**config.mk**
```make
export PLATFORM = sky130hd
export DESIGN_NAME = multicycle_cu_flat
export DESIGN_NICKNAME = d
export VERILOG_FILES = /design/src/rtl/cu_pkg.sv /design/src/rtl/multicycle_cu_if.sv /design/src/rtl/cu_decode.sv /design/src/rtl/multicycle_cu.sv /design/src/flat_wrapper.sv
export SDC_FILE = /design/constraint.sdc
export NUM_CORES = 1
export LEC_CHECK = 0
export BUFFER_PORTS_ARGS = -buffer_cell sky130_fd_sc_hd__clkbuf_2
export CAP_MARGIN = 40
export CELL_PAD_IN_SITES_DETAIL_PLACEMENT = 1
export CELL_PAD_IN_SITES_GLOBAL_PLACEMENT = 1
export CORE_ASPECT_RATIO = 1.2
export CORE_UTILIZATION = 36
export CTS_BUF_LIST = sky130_fd_sc_hd__clkbuf_4 sky130_fd_sc_hd__clkbuf_8 sky130_fd_sc_hd__clkbuf_16
export CTS_CLUSTER_DIAMETER = 100
export DETAILED_ROUTE_END_ITERATION = 10
export HOLD_SLACK_MARGIN = 0.05
export PLACE_DENSITY = 0.89
export SLEW_MARGIN = 20
export SYNTH_ARGS = -nofsm -noshare
export SYNTH_HDL_FRONTEND = slang
export SYNTH_SLANG_ARGS = --single-unit
```
**constraint.sdc**
```tcl
create_clock -name clk -period 2.8 [get_ports clk]
set_input_delay 0.42 -clock clk [delete_from_list [all_inputs] [get_ports clk]]
set_output_delay 0.42 -clock clk [all_outputs]
set_load 0.1 [all_outputs]
```
**src/rtl/cu_pkg.sv**
```systemverilog
// Shared encodings for the multi-cycle RV32I-subset control unit: FSM states, opcodes,
// ALU/immediate select codes, status flag indices and the branch-condition helper.
package cu_pkg;

  typedef enum logic [2:0] {
    ST_FETCH  = 3'd0,
    ST_DECODE = 3'd1,
    ST_EXEC   = 3'd2,
    ST_MEM    = 3'd3,
    ST_WB     = 3'd4,
    ST_BRANCH = 3'd5,
    ST_TRAP   = 3'd6
  } state_t;

  typedef enum logic [2:0] {
    CL_R, CL_I, CL_LOAD, CL_STORE, CL_BRANCH, CL_ILLEGAL
  } iclass_t;

  localparam logic [6:0] OP_R      = 7'b0110011;
  localparam logic [6:0] OP_I      = 7'b0010011;
  localparam logic [6:0] OP_LOAD   = 7'b0000011;
  localparam logic [6:0] OP_STORE  = 7'b0100011;
  localparam logic [6:0] OP_BRANCH = 7'b1100011;

  // alu_op is {funct7[5], funct3}
  localparam logic [3:0] ALU_ADD  = 4'b0000;
  localparam logic [3:0] ALU_SUB  = 4'b1000;
  localparam logic [3:0] ALU_SLL  = 4'b0001;
  localparam logic [3:0] ALU_SLT  = 4'b0010;
  localparam logic [3:0] ALU_SLTU = 4'b0011;
  localparam logic [3:0] ALU_XOR  = 4'b0100;
  localparam logic [3:0] ALU_SRL  = 4'b0101;
  localparam logic [3:0] ALU_SRA  = 4'b1101;
  localparam logic [3:0] ALU_OR   = 4'b0110;
  localparam logic [3:0] ALU_AND  = 4'b0111;

  localparam logic [1:0] IMM_I    = 2'b00;
  localparam logic [1:0] IMM_S    = 2'b01;
  localparam logic [1:0] IMM_B    = 2'b10;
  localparam logic [1:0] IMM_NONE = 2'b11;

  localparam int FLAG_Z = 0;
  localparam int FLAG_N = 1;
  localparam int FLAG_C = 2;
  localparam int FLAG_V = 3;

  localparam logic [2:0] F3_BEQ = 3'b000;
  localparam logic [2:0] F3_BNE = 3'b001;
  localparam logic [2:0] F3_BLT = 3'b100;
  localparam logic [2:0] F3_BGE = 3'b101;

  // Flags come from rs1 - rs2; unsupported funct3 values never branch.
  function automatic logic branch_taken(input logic [2:0] f3, input logic [3:0] flags);
    case (f3)
      F3_BEQ:  return flags[FLAG_Z];
      F3_BNE:  return !flags[FLAG_Z];
      F3_BLT:  return flags[FLAG_N] ^ flags[FLAG_V];
      F3_BGE:  return !(flags[FLAG_N] ^ flags[FLAG_V]);
      default: return 1'b0;
    endcase
  endfunction

endpackage

```
**src/rtl/multicycle_cu_if.sv**
```systemverilog
// Memory handshake between the control unit (master) and the shared single-ported memory.
interface multicycle_cu_if;
  // mem_req is held high with a stable mrw until the cycle in which mem_ready is high;
  // that cycle completes the transfer. mem_ready outside a request is ignored.
  logic mem_req;
  logic mrw;
  logic mem_ready;

  modport master (output mem_req, output mrw, input mem_ready);
  modport slave  (input mem_req, input mrw, output mem_ready);
endinterface

```
**src/rtl/cu_decode.sv**
```systemverilog
// Combinational instruction classifier: maps the IR to class, ALU op, immediate format
// and branch funct3.
module cu_decode
  import cu_pkg::*;
(
  input  logic [31:0] inst,
  output iclass_t     iclass,
  output logic [3:0]  alu_op,
  output logic [1:0]  imm_sel,
  output logic [2:0]  br_funct
);

  logic [2:0] f3;
  logic       f7_5;
  logic       unused_inst;

  assign f3          = inst[14:12];
  assign f7_5        = inst[30];
  assign br_funct    = f3;
  assign unused_inst = ^{inst[31], inst[29:15], inst[11:7]};

  always_comb begin
    iclass  = CL_ILLEGAL;
    alu_op  = ALU_ADD;
    imm_sel = IMM_NONE;
    case (inst[6:0])
      OP_R: begin
        iclass = CL_R;
        alu_op = {f7_5, f3};
      end
      OP_I: begin
        // Only the shift-right pair uses funct7[5]; elsewhere that bit is immediate data.
        iclass  = CL_I;
        imm_sel = IMM_I;
        alu_op  = {(f3 == 3'b101) ? f7_5 : 1'b0, f3};
      end
      OP_LOAD: begin
        iclass  = CL_LOAD;
        imm_sel = IMM_I;
      end
      OP_STORE: begin
        iclass  = CL_STORE;
        imm_sel = IMM_S;
      end
      OP_BRANCH: begin
        iclass  = CL_BRANCH;
        imm_sel = IMM_B;
        alu_op  = ALU_SUB;
      end
      default: ;
    endcase
  end

endmodule

```
**src/rtl/multicycle_cu.sv**
```systemverilog
// Multi-cycle control FSM for the RV32I-subset datapath with a shared req/ready memory.
// Define ILLEGAL_TRAP_EN to park in TRAP on an illegal opcode instead of treating it as a NOP.
module multicycle_cu
  import cu_pkg::*;
#(
  parameter int INSTRET_W = 32
) (
  input  logic                 clk,
  input  logic                 rst,
  input  logic [31:0]          inst,
  input  logic [3:0]           status,
  multicycle_cu_if.master      mem,
  output logic                 ir_we,
  output logic                 pc_we,
  output logic                 pcsrc,
  output logic                 alusrc,
  output logic                 rw,
  output logic                 wb,
  output logic [1:0]           imm_sel,
  output logic [3:0]           alu_op,
  output logic [INSTRET_W-1:0] instret,
  output logic [2:0]           state_o,
  output logic                 illegal
);

`ifdef ILLEGAL_TRAP_EN
  localparam bit TRAP_EN = 1'b1;
`else
  localparam bit TRAP_EN = 1'b0;
`endif

  state_t               state;
  logic [INSTRET_W-1:0] instret_q;
  iclass_t              iclass;
  logic [3:0]           dec_alu_op;
  logic [1:0]           dec_imm_sel;
  logic [2:0]           br_funct;
  logic                 retire;
  logic                 mem_req_c;
  logic                 mrw_c;
  logic                 unused_flags;

  assign unused_flags = status[FLAG_C];

  cu_decode u_decode (
    .inst     (inst),
    .iclass   (iclass),
    .alu_op   (dec_alu_op),
    .imm_sel  (dec_imm_sel),
    .br_funct (br_funct)
  );

  // Final cycle of every instruction; an illegal opcode counts only when it is a NOP.
  always_comb begin
    retire = 1'b0;
    case (state)
      ST_DECODE: retire = !TRAP_EN && (iclass == CL_ILLEGAL);
      ST_MEM:    retire = mem.mem_ready && (iclass == CL_STORE);
      ST_WB:     retire = 1'b1;
      ST_BRANCH: retire = 1'b1;
      default:   retire = 1'b0;
    endcase
  end

  always_ff @(posedge clk) begin
    if (rst) begin
      state     <= ST_FETCH;
      instret_q <= '0;
    end else begin
      if (retire) instret_q <= instret_q + INSTRET_W'(1);
      case (state)
        ST_FETCH:  if (mem.mem_ready) state <= ST_DECODE;
        ST_DECODE: begin
          case (iclass)
            CL_R, CL_I, CL_LOAD, CL_STORE: state <= ST_EXEC;
            CL_BRANCH:                     state <= ST_BRANCH;
            default:                       state <= TRAP_EN ? ST_TRAP : ST_FETCH;
          endcase
        end
        ST_EXEC:   state <= (iclass == CL_LOAD || iclass == CL_STORE) ? ST_MEM : ST_WB;
        ST_MEM: begin
          if (mem.mem_ready) state <= (iclass == CL_LOAD) ? ST_WB : ST_FETCH;
        end
        ST_WB:     state <= ST_FETCH;
        ST_BRANCH: state <= ST_FETCH;
        ST_TRAP:   state <= TRAP_EN ? ST_TRAP : ST_FETCH;
        default:   state <= ST_FETCH;
      endcase
    end
  end

  always_comb begin
    mem_req_c = 1'b0;
    mrw_c     = 1'b0;
    ir_we     = 1'b0;
    pc_we     = 1'b0;
    pcsrc     = 1'b0;
    alusrc    = 1'b0;
    rw        = 1'b0;
    wb        = 1'b0;
    imm_sel   = IMM_NONE;
    alu_op    = ALU_ADD;
    illegal   = 1'b0;
    case (state)
      ST_FETCH: begin
        mem_req_c = 1'b1;
        ir_we     = mem.mem_ready;
        pc_we     = mem.mem_ready;
      end
      ST_EXEC, ST_MEM, ST_WB: begin
        // ALU controls stay up through MEM/WB so the address and result remain valid.
        alusrc  = (iclass != CL_R);
        imm_sel = dec_imm_sel;
        alu_op  = dec_alu_op;
        if (state == ST_MEM) begin
          mem_req_c = 1'b1;
          mrw_c     = (iclass == CL_STORE);
        end
        if (state == ST_WB) begin
          rw = 1'b1;
          wb = (iclass == CL_LOAD);
        end
      end
      ST_BRANCH: begin
        imm_sel = dec_imm_sel;
        alu_op  = dec_alu_op;
        pcsrc   = 1'b1;
        pc_we   = branch_taken(br_funct, status);
      end
      default: ;
    endcase
`ifdef ILLEGAL_TRAP_EN
    illegal = (state == ST_TRAP);
`endif
    if (rst) begin
      mem_req_c = 1'b0;
      mrw_c     = 1'b0;
      ir_we     = 1'b0;
      pc_we     = 1'b0;
      pcsrc     = 1'b0;
      alusrc    = 1'b0;
      rw        = 1'b0;
      wb        = 1'b0;
      imm_sel   = 2'b00;
      alu_op    = 4'b0000;
      illegal   = 1'b0;
    end
  end

  assign mem.mem_req = mem_req_c;
  assign mem.mrw     = mrw_c;
  assign instret     = rst ? '0 : instret_q;
  assign state_o     = rst ? 3'd0 : state;

endmodule
```
**src/flat_wrapper.sv**
```systemverilog
// flat-port wrapper written by rule: the top's interface ports become plain ports
module multicycle_cu_flat import cu_pkg::*;
#(
  parameter int INSTRET_W = 32
)
  (clk, rst, inst, status, ir_we, pc_we, pcsrc, alusrc, rw, wb, imm_sel, alu_op, instret, state_o, illegal, mem_mem_req, mem_mrw, mem_mem_ready);
  multicycle_cu_if mem_i ();
  input  logic clk;
  input  logic rst;
  input  logic [31:0] inst;
  input  logic [3:0] status;
  output logic ir_we;
  output logic pc_we;
  output logic pcsrc;
  output logic alusrc;
  output logic rw;
  output logic wb;
  output logic [1:0] imm_sel;
  output logic [3:0] alu_op;
  output logic [INSTRET_W-1:0] instret;
  output logic [2:0] state_o;
  output logic illegal;
  output wire logic [$bits(mem_i.mem_req)-1:0] mem_mem_req;
  output wire logic [$bits(mem_i.mrw)-1:0] mem_mrw;
  input wire logic [$bits(mem_i.mem_ready)-1:0] mem_mem_ready;
  assign mem_mem_req = mem_i.mem_req;
  assign mem_mrw = mem_i.mrw;
  assign mem_i.mem_ready = mem_mem_ready;
  multicycle_cu #(.INSTRET_W(INSTRET_W)) u_core (.clk(clk), .rst(rst), .inst(inst), .status(status), .mem(mem_i), .ir_we(ir_we), .pc_we(pc_we), .pcsrc(pcsrc), .alusrc(alusrc), .rw(rw), .wb(wb), .imm_sel(imm_sel), .alu_op(alu_op), .instret(instret), .state_o(state_o), .illegal(illegal));
endmodule
```
==> results.py <==
metrics = {
    "detailed_routing": {
        "via_per_inst": 5.68,
        "firstDrtPassIters": 4,
        "drtIter0Drc": 104,
        "wirelength_um": 7100,
        "vias": 2546,
        "antenna_left": 0,
        "route.detailed.drc": 0,
        "wl_per_cell_um": 15.8,
    },
    "sta": {
        "finalMaxSlewViolations": 0,
        "hold_violations": 0,
        "period_needed_ps": 2650,
        "worstMarginPinSlew_ps": 783,
        "fin_tns_setup_ps": 0,
        "fmax_mhz": 377,
        "rsz0062_at_grt": "false",
        "setup_viol": 0,
        "skew_ps": 7.86,
        "period_share": 0.948,
        "maxSlewHeadroom": 0.473,
    },
    "clocking": {
        "hold_buffers": 0,
        "cts_tree": "yes",
        "cts_resized": 0,
        "post_cts_buffers": 0,
        "clkLatencyLatePin_ps": 290,
        "clock_sinks": 35,
        "cts_buffers": 5,
        "cts_root_buf": "clkbuf_8",
        "clockBufferDepth": 2,
        "clk_pin_slew_worst_paths_ps": 70,
        "cts_max_level": 2,
    },
    "cells_and_area": {
        "finalNonFillerCells": 448,
        "fill_cells": 835,
        "final_layout_size_suffix_gt1_frac": 0.343,
        "final_nets": 403,
        "area_growth_pct": 29.2,
        "num_antenna_cells": 0,
    },
    "yosys": {
        "synth_async_sr_flop_share": 0,
        "ys.flop_type": "dfxtp_1",
        "seq_area_frac_synth": 0.277,
        "ys_types": 53,
        "synth_fp_nets": 349,
        "syn_area_per_cell_um2": 8.26,
        "synth-edff-count": 0,
        "yosys-top-cells-area": "dfxtp_1 28%, mux2_2 9.8%, nor2b_1 7.9%",
        "syn-cell-area_um2": 2530,
        "yosys_warnings": 0,
        "synth_cells": 306,
        "yosys.area.top_type": "dfxtp_1",
        "ys_ff_latch": 35,
        "synth_top_area_frac": 0.277,
    },
    "die": {
        "die_area_um2": 7360,
        "fp-row-count": 33,
        "initial_core_util": 0.371,
        "core_um2": 6810,
        "io_pins": 89,
        "die_h_um": 93.8,
        "die_x_um": 78.5,
    },
    "pwr": {
        "powerDensity_nw_per_um2": 326,
        "p_leak_nw": 1.31,
        "vdd_drop_max_uv": 155,
        "power_mw": 1.06,
    },
    "min_path": {
        "hold_depth": 3,
        "hold_start": "mem_mem_ready",
        "holdPathEnd": "u_core.state[1]",
        "min_path_type": "input pin to flop",
    },
    "global_route": {
        "met2_usage": 0.375,
        "gr-total-overflow": 0,
        "top_usage_layer": "met2",
        "grt_pass1_wl_um": 12000,
        "grt_max_degree": 73,
        "grt_use_total": 0.201,
        "first_global_vias": 2532,
        "grt.met3_usage": 0.0350,
        "antenna_found_initial": 0,
        "grtUsageMet1": 0.230,
    },
    "setup_path": {
        "end_kind": "output pin",
        "critPathMaxFanout": 11,
        "reg2reg_slack_ps": 480,
        "r2r_cells": 5,
        "crit_arrival_ps": 2230,
        "path_cells": "inv_2 -> ha_1 -> nand2_1 -> a211oi_2 -> clkbuf_2",
        "start_kind": "flop",
        "r2r_start": "u_core.state[1]",
        "cp_slowest_cell": "dfxtp_1",
        "crit_type": "flop to output pin",
        "reg2reg_to": "u_core.instret_q[29]",
        "cpPeakStageDelay_ps": 620,
        "crit_required_ps": 2380,
    },
    "place": {
        "hpwl_um": 5180,
        "place_congestion": 0.802,
        "io_buffers": 65,
        "placed_cells": 440,
    },
    "status": {
        "status": "completed",
    },
    "job": {
        "cap_violations": 0,
    },
}
Yosys cell counts (all sizes together) (2+ instances only):
cell	number
nor2	40
dfxtp	35
nor2b	32
mux2	28
nand2	20
a211oi	18
nand3	15
buf	12
clkbuf	11
a21oi	8
nor3	8
a2111oi	7
inv	7
nand4	7
and4	5
o21ai	5
and2	4
and3	4
ha	4
o211ai	4
a31oi	3
a21o	2
nand2b	2
nor3b	2
o31ai	2
or2	2
or4	2
state kept, by name, indices dropped and copies added (netlist names):
register and flops:
u_core.state 3, u_core.instret_q 32
report_power, final:
| part | internal (mW) | switching [mW] | total [mW] |
|---|---|---|---|
| sequential | 0.501 | 0.00700 | 0.508 |
| combinational | 0.0452 | 0.129 | 0.174 |
| clock | 0.194 | 0.187 | 0.381 |
| total | 0.740 | 0.323 | 1.06 |
per-stage QoR:
stage | setup slack (ps) | hold slack, ps | cell area (um2) | util
after detailed placement | 329 | 532 | 3180 | 0.466
after global placement | 390 | 504 | 3180 | 0.466
final | 147 | 499 | 3260 | 0.479
after floorplan | -399 | 482 | 2590 | -
after global routing | 27.5 | 515 | 3260 | 0.479
after CTS | 146 | 476 | 3260 | 0.479
routing by layer:
| layer | share of wire | wire length [um] |
|---|---|---|
| met5 | 0 | 0 |
| met4 | 0.015 | 108 |
| met3 | 0.041 | 291 |
| met2 | 0.52 | 3680 |
| met1 | 0.43 | 3020 |
worst max path at each step:
stage	from	endpoint
global route	u_core.state[1]	alu_op[1]
detailed placement	inst[2]	u_core.instret_q[29]
finish	u_core.state[1]	alu_op[3]
floorplan	rst	wb
CTS	u_core.state[1]	alu_op[3]
global placement	inst[2]	u_core.instret_q[25]
kinds of logic (layout without fill, tap and decap cells):
group,count (synthesis),after routing,synth area share
xor+xnor,2,2,0.00694
simple gates,148,148,0.328
other cells,1,1,0.00148
compound gates,57,57,0.184
flops,35,35,0.277
mux,29,29,0.129
fa+ha+maj,4,4,0.0198
buf+inv,30,85,0.0530
placed cells by master, fill, tap and decap left out, types with 2 or more instances in the layout:
master,count
or2_2,2
o211ai_1,4
a2111oi_2,6
buf_4,29
a211oi_1,17
and4_1,5
inv_2,2
clkbuf_4,2
nor3_2,2
nor2_1,40
nand3_1,15
mux2_2,22
inv_1,5
buf_12,11
mux2_1,6
clkbuf_2,30
a21o_1,2
clkbuf_8,5
and3_1,4
ha_1,4
a31oi_2,2
o31ai_1,2
nor3_1,5
nand2_1,19
nor3b_1,2
or4_1,2
a21oi_1,8
and2_1,4
dfxtp_1,35
nand4_1,6
o21ai_0,5
nor2b_1,32
area by class of cell:
class / count / area (um2) / area share
Tap cell: 87 / 109 / 0.0333
Timing Repair Buffer: 70 / 588 / 0.180
Clock buffer: 7 / 83.8 / 0.0257
Sequential cell: 35 / 701 / 0.215
Multi-Input combinational cell: 241 / 1750 / 0.537
Inverter: 7 / 26.3 / 0.00805
Clock inverter: 1 / 5.00 / 0.00153
critical path, delay by kind of cell (launching register included):
kind                     cells  cell delay [ps]
AND/OR/NAND/NOR              1               90
AO/OA/AOI/OAI                1              170
buffers and inverters        2              620
flip-flops                   1              620
adder cells (fa/ha/maj)      1              430
Power figures use the tool's default switching activity.
